`src/rtl/msg_arbiter.sv`:
```
`default_nettype none
// ============================================================================
// Module   : msg_arbiter
// Purpose  : Round-robin scheduler sharing one message processor among four
//            requesters. Grants one requester at a time, issues a single start
//            pulse with the winner's message, then holds the processor until
//            it reports completion or a hold timeout expires.
// Ports    : clk        - system clock, rising edge
//            rst        - asynchronous active-high reset
//            req[3:0]   - per-requester request level
//            req_msg    - requester i message on bits [5i+4:5i]
//            proc_done  - completion pulse from the processor
//            msg[4:0]   - message to the processor (held from ISSUE to IDLE)
//            start      - one-cycle start pulse to the processor
//            ack[3:0]   - one-hot, one-cycle grant acknowledge
//            busy       - high while the processor is owned (ISSUE/WAIT)
//            owner[1:0] - index of current or last granted requester
// Revision : 1.0 - initial release
// ============================================================================
module msg_arbiter #(
  parameter int HOLD_CYCLES = 100000,
  parameter int CNT_W       = 20
) (
  input  logic        clk,
  input  logic        rst,
  input  logic [3:0]  req,
  input  logic [19:0] req_msg,
  input  logic        proc_done,
  output logic [4:0]  msg,
  output logic        start,
  output logic [3:0]  ack,
  output logic        busy,
  output logic [1:0]  owner
);

  typedef enum logic [1:0] {
    IDLE  = 2'd0,
    ISSUE = 2'd1,
    WAIT  = 2'd2
  } state_t;

  state_t           state;
  logic [1:0]       ptr;
  logic [CNT_W-1:0] cnt;

  // Winner selection: first set request scanning from ptr upward, mod 4.
  logic [1:0] win;
  logic [1:0] scan_idx;
  logic       found;
  logic [4:0] win_msg;

  always_comb begin
    win      = ptr;
    found    = 1'b0;
    scan_idx = ptr;
    for (int k = 0; k < 4; k++) begin
      scan_idx = ptr + 2'(k);
      if (!found && req[scan_idx]) begin
        win   = scan_idx;
        found = 1'b1;
      end
    end
  end

  always_comb begin
    win_msg = req_msg[4:0];
    case (win)
      2'd0:    win_msg = req_msg[4:0];
      2'd1:    win_msg = req_msg[9:5];
      2'd2:    win_msg = req_msg[14:10];
      default: win_msg = req_msg[19:15];
    endcase
  end

  wire hold_expired = (cnt == CNT_W'(HOLD_CYCLES - 1));

  always_ff @(posedge clk or posedge rst) begin
    if (rst) begin
      state <= IDLE;
      ptr   <= 2'd0;
      cnt   <= '0;
      msg   <= 5'd0;
      start <= 1'b0;
      ack   <= 4'd0;
      busy  <= 1'b0;
      owner <= 2'd0;
    end else begin
      // start/ack are pulses: default low, raised only on the grant edge.
      start <= 1'b0;
      ack   <= 4'd0;
      case (state)
        IDLE: begin
          if (found) begin
            msg   <= win_msg;
            owner <= win;
            ptr   <= win + 2'd1;
            start <= 1'b1;
            ack   <= 4'b0001 << win;
            busy  <= 1'b1;
            state <= ISSUE;
          end
        end
        ISSUE: begin
          cnt   <= '0;
          state <= WAIT;
        end
        WAIT: begin
          // Counter value k means this is the (k+1)-th WAIT cycle, so the
          // timeout exit happens after exactly HOLD_CYCLES WAIT cycles.
          if (proc_done || hold_expired) begin
            busy  <= 1'b0;
            state <= IDLE;
          end else begin
            cnt <= cnt + CNT_W'(1);
          end
        end
        default: begin
          busy  <= 1'b0;
          state <= IDLE;
        end
      endcase
    end
  end

endmodule
`default_nettype wire

```
`config.mk`:
```
export PLATFORM = sky130hd
export DESIGN_NAME = msg_arbiter
export DESIGN_NICKNAME = d
export VERILOG_FILES = /design/src/rtl/msg_arbiter.sv
export SDC_FILE = /design/constraint.sdc
export NUM_CORES = 1
export LEC_CHECK = 0
export CAP_MARGIN = 40
export CORE_MARGIN = 3
export CORE_UTILIZATION = 41
export DETAILED_ROUTE_END_ITERATION = 8
export GPL_ROUTABILITY_DRIVEN = 0
export GPL_TIMING_DRIVEN = 0
export PLACE_DENSITY = 0.68
export SYNTH_ARGS = -nofsm -noshare
export SYNTH_HDL_FRONTEND = slang
export SYNTH_SLANG_ARGS = --single-unit
export TNS_END_PERCENT = 1
```
`constraint.sdc`:
```
create_clock -name clk -period 1.95 [get_ports clk]
set_input_delay 0.585 -clock clk [delete_from_list [all_inputs] [get_ports clk]]
set_output_delay 0.585 -clock clk [all_outputs]
set_load 0.02 [all_outputs]
```
==> flow_summary.yaml, run 1 <==
timing:
  setup_viol: 8
  hold_slack_ns: 0.483
  worst_slew_pin_slew_ns: 0.766
  timing.final.crit_period_ns: 2.03
  fmax_mhz: 492
  skew_ns: 0.00462
  fin_ws_ns: -0.0837
  maxSlewViolCount: 0
  fin_crit_sh: 1.04
  max-slew-margin-rel: 0.489
  hold_viol: 0
  rsz0062_at_grt: "true"
grt:
  antenna_found_initial: 0
  grt_max_degree: 38
  grt_overflow: 0
  grt_use_total: 0.164
  grt_pass1_vias: 1748
  grt_pass1_wl_um: 8050
cells_and_area:
  multi_input_area_sq_um: 1130
  final_area_sq_um: 2720
  final-seq-area_sq_um: 927
  diodes: 0
  drive_gt1_frac: 0.151
  syn_to_final_growth_pct: 34.8
  fill_cells: 398
  nets: 299
die:
  die-area_sq_um: 5800
  num_io_pins: 40
  core_sq_um: 4560
  initial_core_util: 0.442
  rows: 24
  chipWidth_um: 76.1
  die_h_um: 76.1
yosys:
  syn_area_per_cell_sq_um: 9.38
  ys_types: 47
  ys_seq_area_frac: 0.459
  synthesis.area_sq_um: 2020
  synthArstFlopShare: 1.00
  synthFlopType: "dfrtp_1"
  synth_edf_count: 0
  synthTopCellsByCount: "dfrtp_1 (37), o21ai_0 (19), nand2_1 (18), a21oi_1 (16), inv_1 (13)"
  synthCells: 215
  synth-seq-cells: 37
  synth_nets: 248
  yosysMostFrequentCell: "dfrtp_1"
  synth.top_cell.area_share: 0.459
  yosysTopAreaCell: "dfrtp_1"
  yosysWarnings: 0
  synth.area.top_cells: "dfrtp_1 (46%), o21ai_0 (4.7%), a21oi_1 (4.0%)"
run_status:
  status: "complete, but fails checks"
  violations: "negative setup slack"
drt:
  ant_nets: 0
  drt_iter0_markers: 190
  dr.pass1.iters: 5
  drc: 0
  vias: 1822
  avgViaCountPerCell: 5.52
  wl_um: 4820
  wl_per_cell_um: 14.6
placement:
  port_buffers: 39
  placed_area_sq_um: 2510
  hpwlAfterDp_um: 3360
clock_network:
  clk-insertion-delay-late_ns: 0.28
  holdBufCountCts: 0
  cts_buffers: 5
  clockBufferDepth: 2
  clkTransAtPathRegs_ns: 0.07
  htree_levels: 2
  clock-root-buffer: "clkbuf_8"
  cts_tree: "yes"
  cts_num_sinks: 37
critical_path:
  r2r-start: "ptr[0]"
  critPathLaunch: "ptr[0]"
  required_ns: 2.10
  cp_cell_sequence: "nor2b_4 > a2bb2oi_2 > o211a_1 > buf_6 > ha_4 > a222oi_1 > nor2_1 > a21oi_1 > o21ai_1"
  crit_path_max_incr_delay_ns: 0.45
  startpoint_type: "flop"
  worstSetupPathType: "reg -> reg"
  slowest_stage: "dfrtp_2"
  cp-end-kind: "flop"
  arrival_ns: 2.18
  crit_fanout: 6
power_and_ir_drop:
  switchingPower_mw: 1.16
  power.density_nw_per_um2: 1110
  power.leakage_nw: 1.10
  pwr-share-clk: 0.159
  p_int_mw: 1.85
  switching_share: 0.386
  pwr-share-seq: 0.353
  irDropWorstVdd_mv: 0.793
  combPwrFrac: 0.488
min_path:
  min-delay-start: "msg[2]"
  hold_class: "reg -> reg"
run:
  drv_cap: 0
==> critical path: cells and delay by family, from the launching register on <==
kind,cells,cell delay (ns)
compound gates,5,0.93
fa+ha+maj,1,0.17
buf+inv,1,0.15
flops,1,0.45
simple gates,2,0.22
==> layout by cell type, fill, tap and decap left out, drive strengths merged, types with 3 or more instances in the layout <==
cell type	synthesis	final
and2	6	6
o21ai	19	19
xnor2	3	3
nor2	11	11
or4	5	5
a31oi	3	3
nand2	18	18
nor4	4	4
o31ai	3	3
nand3	7	7
a21oi	16	16
a222oi	5	5
o211ai	3	3
clkdlybuf4s50	0	34
nor3b	3	3
ha	6	6
buf	2	11
clkbuf	4	9
nor2b	4	4
inv	13	13
and3	4	4
dfrtp	37	37
or3	9	9
nand2b	5	5
==> layout make-up <==
class | count | area share
clock buffers | 5 | 0.0253
plain buffers | 5 | 0.00736
clock inverters | 1 | 0.00184
inverters | 14 | 0.0193
well taps | 65 | 0.0299
multi-input cells | 158 | 0.417
repair buffers | 45 | 0.158
flip-flops and latches | 37 | 0.341
==> kinds of logic after synthesis <==
family,after synthesis,synth area share
compound gates,62,0.197
buf+inv,20,0.0378
flops,37,0.459
mux,2,0.0105
xor+xnor,3,0.0130
simple gates,85,0.245
fa+ha+maj,6,0.0372
==> per-layer routing <==
layer / routed length (um) / global-route usage
met2: 2320 / 0.280
met4: 43 / 0.0326
met5: 0 / 0
met3: 316 / 0.0473
met1: 2140 / 0.209
==> flip-flops by register name (all words and copies together), names as in the netlist <==
register,count
owner,2
msg,5
cnt,20
ack,4
start,1
ptr,2
busy,1
state,2
==> repair_timing <==
action	4_1_cts	5_1_grt
buffers inserted	5	1
gates resized for setup	38	7
pin swaps	9	6
endpoints found under the setup margin	26	18
==> metrics by stage <==
step	cells	util	power, mW	worst slack [ns]	setup TNS [ns]
6_report	330	0.596	3.02	-0.0837	-0.416
5_1_grt	330	0.596	3.23	-0.228	-1.49
4_1_cts	330	0.590	2.99	-0.0571	-0.0987
3_5_place_dp	319	0.549	2.32	-0.978	-17.02
3_3_place_gp	319	0.549	2.30	-0.913	-28.14
2_1_floorplan	215	-	1.84	-0.0928	-0.436
==> worst paths after layout <==
kind	to	slack (ns)	depth (start not counted)
setup / recovery	msg[4]	-0.08	9
max in group asynchronous	ptr[0]	0.65	2
setup reg to reg	msg[4]	-0.08	9
hold reg to reg	msg[2]	0.48	2
hold / removal	msg[2]	0.48	2
min in group asynchronous	msg[4]	0.76	2
==> power by group through the flow <==
stage	Sequential, mW	Clock (mW)	Combinational (mW)
2_1_floorplan	1.18	0	0.660
3_3_place_gp	1.05	0	1.25
3_5_place_dp	1.06	0	1.26
4_1_cts	1.06	0.501	1.42
5_1_grt	1.08	0.535	1.61
6_report	1.06	0.480	1.47
Power figures use the tool's default switching activity.
==> run 2: changes to the inputs <==
--- a/config.mk
+++ b/config.mk
@@ -7,11 +7,11 @@
 export LEC_CHECK = 0
 export CAP_MARGIN = 40
 export CORE_MARGIN = 3
-export CORE_UTILIZATION = 41
+export CORE_UTILIZATION = 30
 export DETAILED_ROUTE_END_ITERATION = 8
 export GPL_ROUTABILITY_DRIVEN = 0
 export GPL_TIMING_DRIVEN = 0
-export PLACE_DENSITY = 0.68
+export REMOVE_ABC_BUFFERS = 1
 export SYNTH_ARGS = -nofsm -noshare
 export SYNTH_HDL_FRONTEND = slang
 export SYNTH_SLANG_ARGS = --single-unit
==> flow_summary.yaml, run 2 (synthesis gave the netlist of run 1 again) <==
min_path:
  hold_class: "reg -> reg"
  min-delay-start: "msg[4]"
  min_path_cells: 2
  hold_end: "msg[4]"
clock_network:
  clock-root-buffer: "clkbuf_8"
  clockBufferDepth: 2
  cts_num_sinks: 37
  htree_levels: 2
  holdBufCountCts: 0
  cts_buffers: 5
  clk-insertion-delay-late_ns: 0.28
  cts_tree: "yes"
  clkTransAtPathRegs_ns: 0.07
critical_path:
  r2r-end: "msg[1]"
  worstSetupPathType: "in -> reg"
  reg2reg_slack_ns: -0.06
  r2r_cells: 9
  r2r-start: "ptr[0]"
  crit_fanout: 8
  startpoint_type: "input port"
  arrival_ns: 2.24
  required_ns: 2.16
  cp-end-kind: "flop"
drt:
  wl_um: 5040
  ant_nets: 0
  vias: 1812
  drc: 0
  drt_iter0_markers: 123
  avgViaCountPerCell: 5.35
  dr.pass1.iters: 4
  wl_per_cell_um: 14.9
timing:
  fin_ws_ns: -0.0837
  fmax_mhz: 492
  timing.final.crit_period_ns: 2.03
  max-slew-margin-rel: 0.440
  worst_slew_pin_slew_ns: 0.838
  setup_viol: 6
  hold_viol: 0
  skew_ns: 0.00447
  hold_slack_ns: 0.486
  rsz0062_at_grt: "true"
  tns_ns: -0.308
  fin_crit_sh: 1.04
  maxSlewViolCount: 0
cells_and_area:
  utilization: 0.426
  final_common_cell: "dfrtp_1"
  stdcell_count: 339
  largest_register: "cnt"
  largest_reg_flops: 20
  drive_gt1_frac: 0.172
  final_area_sq_um: 2740
  syn_to_final_growth_pct: 35.7
  diodes: 0
  final_cell_mix: "dfrtp_1 (35), clkdlybuf4s50_1 (34), nand2_1 (18)"
  nets: 295
  reg_top3: "cnt (20), msg (5), ack (4)"
power_and_ir_drop:
  power.density_nw_per_um2: 1110
  power.leakage_nw: 1.09
  irDropWorstVdd_mv: 0.796
  p_total_mw: 3.03
grt:
  grt_overflow: 0
  grt_use_total: 0.141
  grt_pass1_wl_um: 8630
  grt_pass1_vias: 1772
  antenna_found_initial: 0
  grt_max_degree: 38
run_status:
  violations: "negative setup slack"
  status: "complete, but fails checks"
die:
  core_sq_um: 6420
  num_io_pins: 40
  die_h_um: 88.0
  die-area_sq_um: 7740
  rows: 29
  initial_core_util: 0.314
  chipWidth_um: 88.0
placement:
  placed_area_sq_um: 2480
  dp_slack_ns: -1.02
  port_buffers: 39
  dp.cells: 325
  hpwlAfterDp_um: 3480
run:
  drv_cap: 0
## run 2: how the worst max path moves through the flow
stage / from / end / slack [ns] / depth (start not counted)
2_1_floorplan: req[2] / msg[1] / -0.14 / 8
3_3_place_gp: proc_done / cnt[11] / -0.99 / 5
3_5_place_dp: req[1] / msg[1] / -1.02 / 10
4_1_cts: ptr[1] / msg[1] / -0.08 / 8
5_1_grt: ptr[0] / msg[0] / -0.18 / 10
6_report: proc_done / cnt[11] / -0.08 / 5
## run 2: layer usage
metal	vias up	share of wire	GRT usage	wire [um]
li1	885	-	-	-
met2	58	0.47	0.229	2380
met3	5	0.079	0.0574	396
met1	864	0.44	0.177	2240
met4	0	0.0058	0.0293	29
met5	-	0	0	0
## run 2: area by class of cell
cell class              count  area, sq um
multi-input cells         158         1140
inverters                  14         52.6
flip-flops and latches     37          928
well taps                  77         96.3
clock buffers               7         86.3
fillers                   627         3680
repair buffers             46          429
## run 2: worst max-delay path: stages
cell and delay, ns:
dlygate4sd2_1 0.34, nor3b_2 0.25, nand4_1 0.25, or4_2 0.66, a21oi_1 0.15
## run 2: timing repair
action	CTS	global route
setup endpoints to repair	27	23
cloned	0	0
pin swaps	11	7
gates resized for setup	37	13
setup buffers	6	1
## run 2: power breakdown
part / total [mW] / switching (mW) / internal [mW]
combinational: 1.39 / 0.744 / 0.644
sequential: 1.10 / 0.158 / 0.941
clock: 0.541 / 0.260 / 0.281
total: 3.03 / 1.16 / 1.87
==> run 3: changes to the inputs <==
--- a/config.mk
+++ b/config.mk
@@ -5,6 +5,7 @@
 export SDC_FILE = /design/constraint.sdc
 export NUM_CORES = 1
 export LEC_CHECK = 0
+export ABC_AREA = 1
 export CAP_MARGIN = 40
 export CORE_MARGIN = 3
 export CORE_UTILIZATION = 30
==> flow_summary.yaml, run 3 <==
cells_and_area:
  final_cell_mix: "nand2_1 (97), inv_1 (35), dfrtp_1 (35), clkdlybuf4s50_1 (35), nor2_1 (29)"
  reg_top3: "cnt (20), msg (5), ack (4)"
  final_area_sq_um: 3280
  final-seq-area_sq_um: 928
  diodes: 0
  largest_reg_flops: 20
  utilization: 0.417
  syn_to_final_growth_pct: 33.6
  fill_cells: 796
  final_common_cell: "nand2_1"
  drive_gt1_frac: 0.236
  largest_register: "cnt"
  nets: 422
  multi_input_area_sq_um: 1420
grt:
  antenna_found_initial: 0
  grt_use_total: 0.135
  grt_overflow: 0
  grt_max_degree: 38
  grt_pass1_vias: 2218
  grt_pass1_wl_um: 9950
power_and_ir_drop:
  p_total_mw: 4.88
  pwr-share-clk: 0.111
  switchingPower_mw: 2.31
  irDropWorstVdd_mv: 0.866
  combPwrFrac: 0.664
  pwr-share-seq: 0.225
  power.leakage_nw: 1.43
  p_int_mw: 2.56
  power.density_nw_per_um2: 1490
  switching_share: 0.475
yosys:
  synth.area.top_cells: "dfrtp_1 (38%), nand2_1 (16%), inv_1 (6.0%)"
  synth-seq-cells: 37
  yosysWarnings: 0
  synth_edf_count: 0
  synthCells: 334
  ys_seq_area_frac: 0.378
  synth.top_cell.area_share: 0.378
  synthFlopType: "dfrtp_1"
  yosysMostFrequentCell: "nand2_1"
  yosysTopAreaCell: "dfrtp_1"
  syn_area_per_cell_sq_um: 7.34
  synthesis.area_sq_um: 2450
  ys_types: 29
  synthTopCellsByCount: "nand2_1 (107), inv_1 (39), dfrtp_1 (37), nor2_1 (30), nand3_1 (14)"
  synthArstFlopShare: 1.00
clock_network:
  cts_num_sinks: 37
  cts_buffers: 5
  holdBufCountCts: 0
  cts_tree: "yes"
  clkTransAtPathRegs_ns: 0.08
  clk-insertion-delay-late_ns: 0.29
  htree_levels: 2
  clockBufferDepth: 2
  clock-root-buffer: "clkbuf_8"
critical_path:
  arrival_ns: 2.47
  required_ns: 2.13
  worstSetupPathType: "reg -> reg"
  cp-end-kind: "flop"
  crit_fanout: 7
  startpoint_type: "flop"
timing:
  rsz0062_at_grt: "true"
  setup_viol: 9
  fin_crit_sh: 1.17
  hold_viol: 0
  max-slew-margin-rel: 0.481
  fmax_mhz: 438
  hold_slack_ns: 0.489
  fin_ws_ns: -0.336
  worst_slew_pin_slew_ns: 0.777
  maxSlewViolCount: 0
  skew_ns: 0.00905
  timing.final.crit_period_ns: 2.29
drt:
  drt_iter0_markers: 71
  m1WireLength_um: 2640
  drc: 0
  dr.pass1.iters: 4
  routed-wl-met3_um: 364
  avgViaCountPerCell: 4.65
  wl_per_cell_um: 11.8
  ant_nets: 0
  topRoutingLayerUsed: "met4"
  dr_wl_met2_um: 2770
  vias: 2290
  wl_um: 5820
die:
  num_io_pins: 40
  die_h_um: 96.4
  die-area_sq_um: 9290
  rows: 32
  initial_core_util: 0.313
  core_sq_um: 7850
  chipWidth_um: 96.4
placement:
  placed_area_sq_um: 2910
  hpwlAfterDp_um: 3990
  dp_slack_ns: -1.02
  port_buffers: 39
min_path:
  hold_class: "reg -> reg"
run:
  drv_cap: 0
run_status:
  violations: "negative setup slack"
  status: "complete, but fails checks"
[run 3: changes by cell type in the layout (fill, tap and decap cells not counted), moves of 6 or more]
cell and delta:
buf_4 +6, nand4_1 +10, nand2_2 +13, nand2_1 +79, o21ai_1 +10, and2_1 -6, nor2_1 +18, a21oi_1 -8
o21ai_0 -13, inv_1 +25, inv_2 +7, xor2_1 +8, nand3_2 +7
[run 3: worst max-delay path, stage by stage, from the launching register on]
cell and delay [ns]:
dfrtp_2 0.50, clkinvlp_4 0.17, nand2_2 0.10, nand2_2 0.05, nand2_2 0.05, nand2_2 0.06, inv_2 0.07, nand3_4 0.08
nor2_4 0.14, nand2_2 0.09, nand2_4 0.12, inv_4 0.06, ha_4 0.17, a22o_1 0.22, a21oi_2 0.09, o21ai_0 0.08
nand2_1 0.08, nand2_1 0.05
[run 3: metrics by stage]
stage | TNS, ns | cells
after global placement | -25.83 | 468
after global routing | -4.50 | 492
after floorplan | -1.59 | 327
after CTS | -1.69 | 488
final | -1.97 | 492
after detailed placement | -12.48 | 468
[run 3: kinds of logic (layout without fill, tap and decap cells)]
family                   after synthesis  in the layout  synth area share
AO/OA/AOI/OAI                         41             41             0.123
flip-flops                            37             37             0.378
buffers and inverters                 57            113             0.102
XOR/XNOR                               8              8            0.0286
AND/OR/NAND/NOR                      185            185             0.338
adder cells (fa/ha/maj)                6              6            0.0306
[run 3: metal layers]
metal	global-route usage	vias up
met5	0	-
met4	0.0386	0
met3	0.0418	8
met2	0.224	55
met1	0.169	1051
li1	-	1176
[run 3: final timing paths]
| kind | from | slack, ns | cells past startpoint | endpoint |
|---|---|---|---|---|
| setup / recovery | ptr[0] | -0.34 | 17 | msg[0] |
| hold / removal | msg[1] | 0.49 | 2 | msg[1] |
| setup reg to reg | ptr[0] | -0.34 | 17 | msg[0] |
| hold reg to reg | msg[1] | 0.49 | 2 | msg[1] |
| max in group asynchronous | rst | 0.64 | 2 | ptr[0] |
| min in group asynchronous | rst | 0.76 | 2 | cnt[14] |
[run 3: area by class of cell]
cell class / instances / area share
Multi-Input combinational cell: 240 / 0.432
Clock buffer: 5 / 0.0210
Inverter: 50 / 0.0604
Timing Repair Buffer: 54 / 0.157
Sequential cell: 37 / 0.283
Clock inverter: 3 / 0.00535
Timing Repair inverter: 1 / 0.00229
Tap cell: 102 / 0.0390
[run 3: repair_timing]
action,in CTS,in global routing
pin swaps,11,9
cloned,1,0
endpoints found under the setup margin,32,27
resized for setup,35,17
setup buffers,11,4
[run 3: power by group through the flow]
stage                     Sequential (mW)  Combinational (mW)  Clock [mW]
final                                1.10                3.24       0.540
after global routing                 1.12                3.63       0.584
after floorplan                      1.20                1.64           0
after CTS                            1.09                2.97       0.557
after detailed placement             1.09                2.40           0
after global placement               1.09                2.38           0
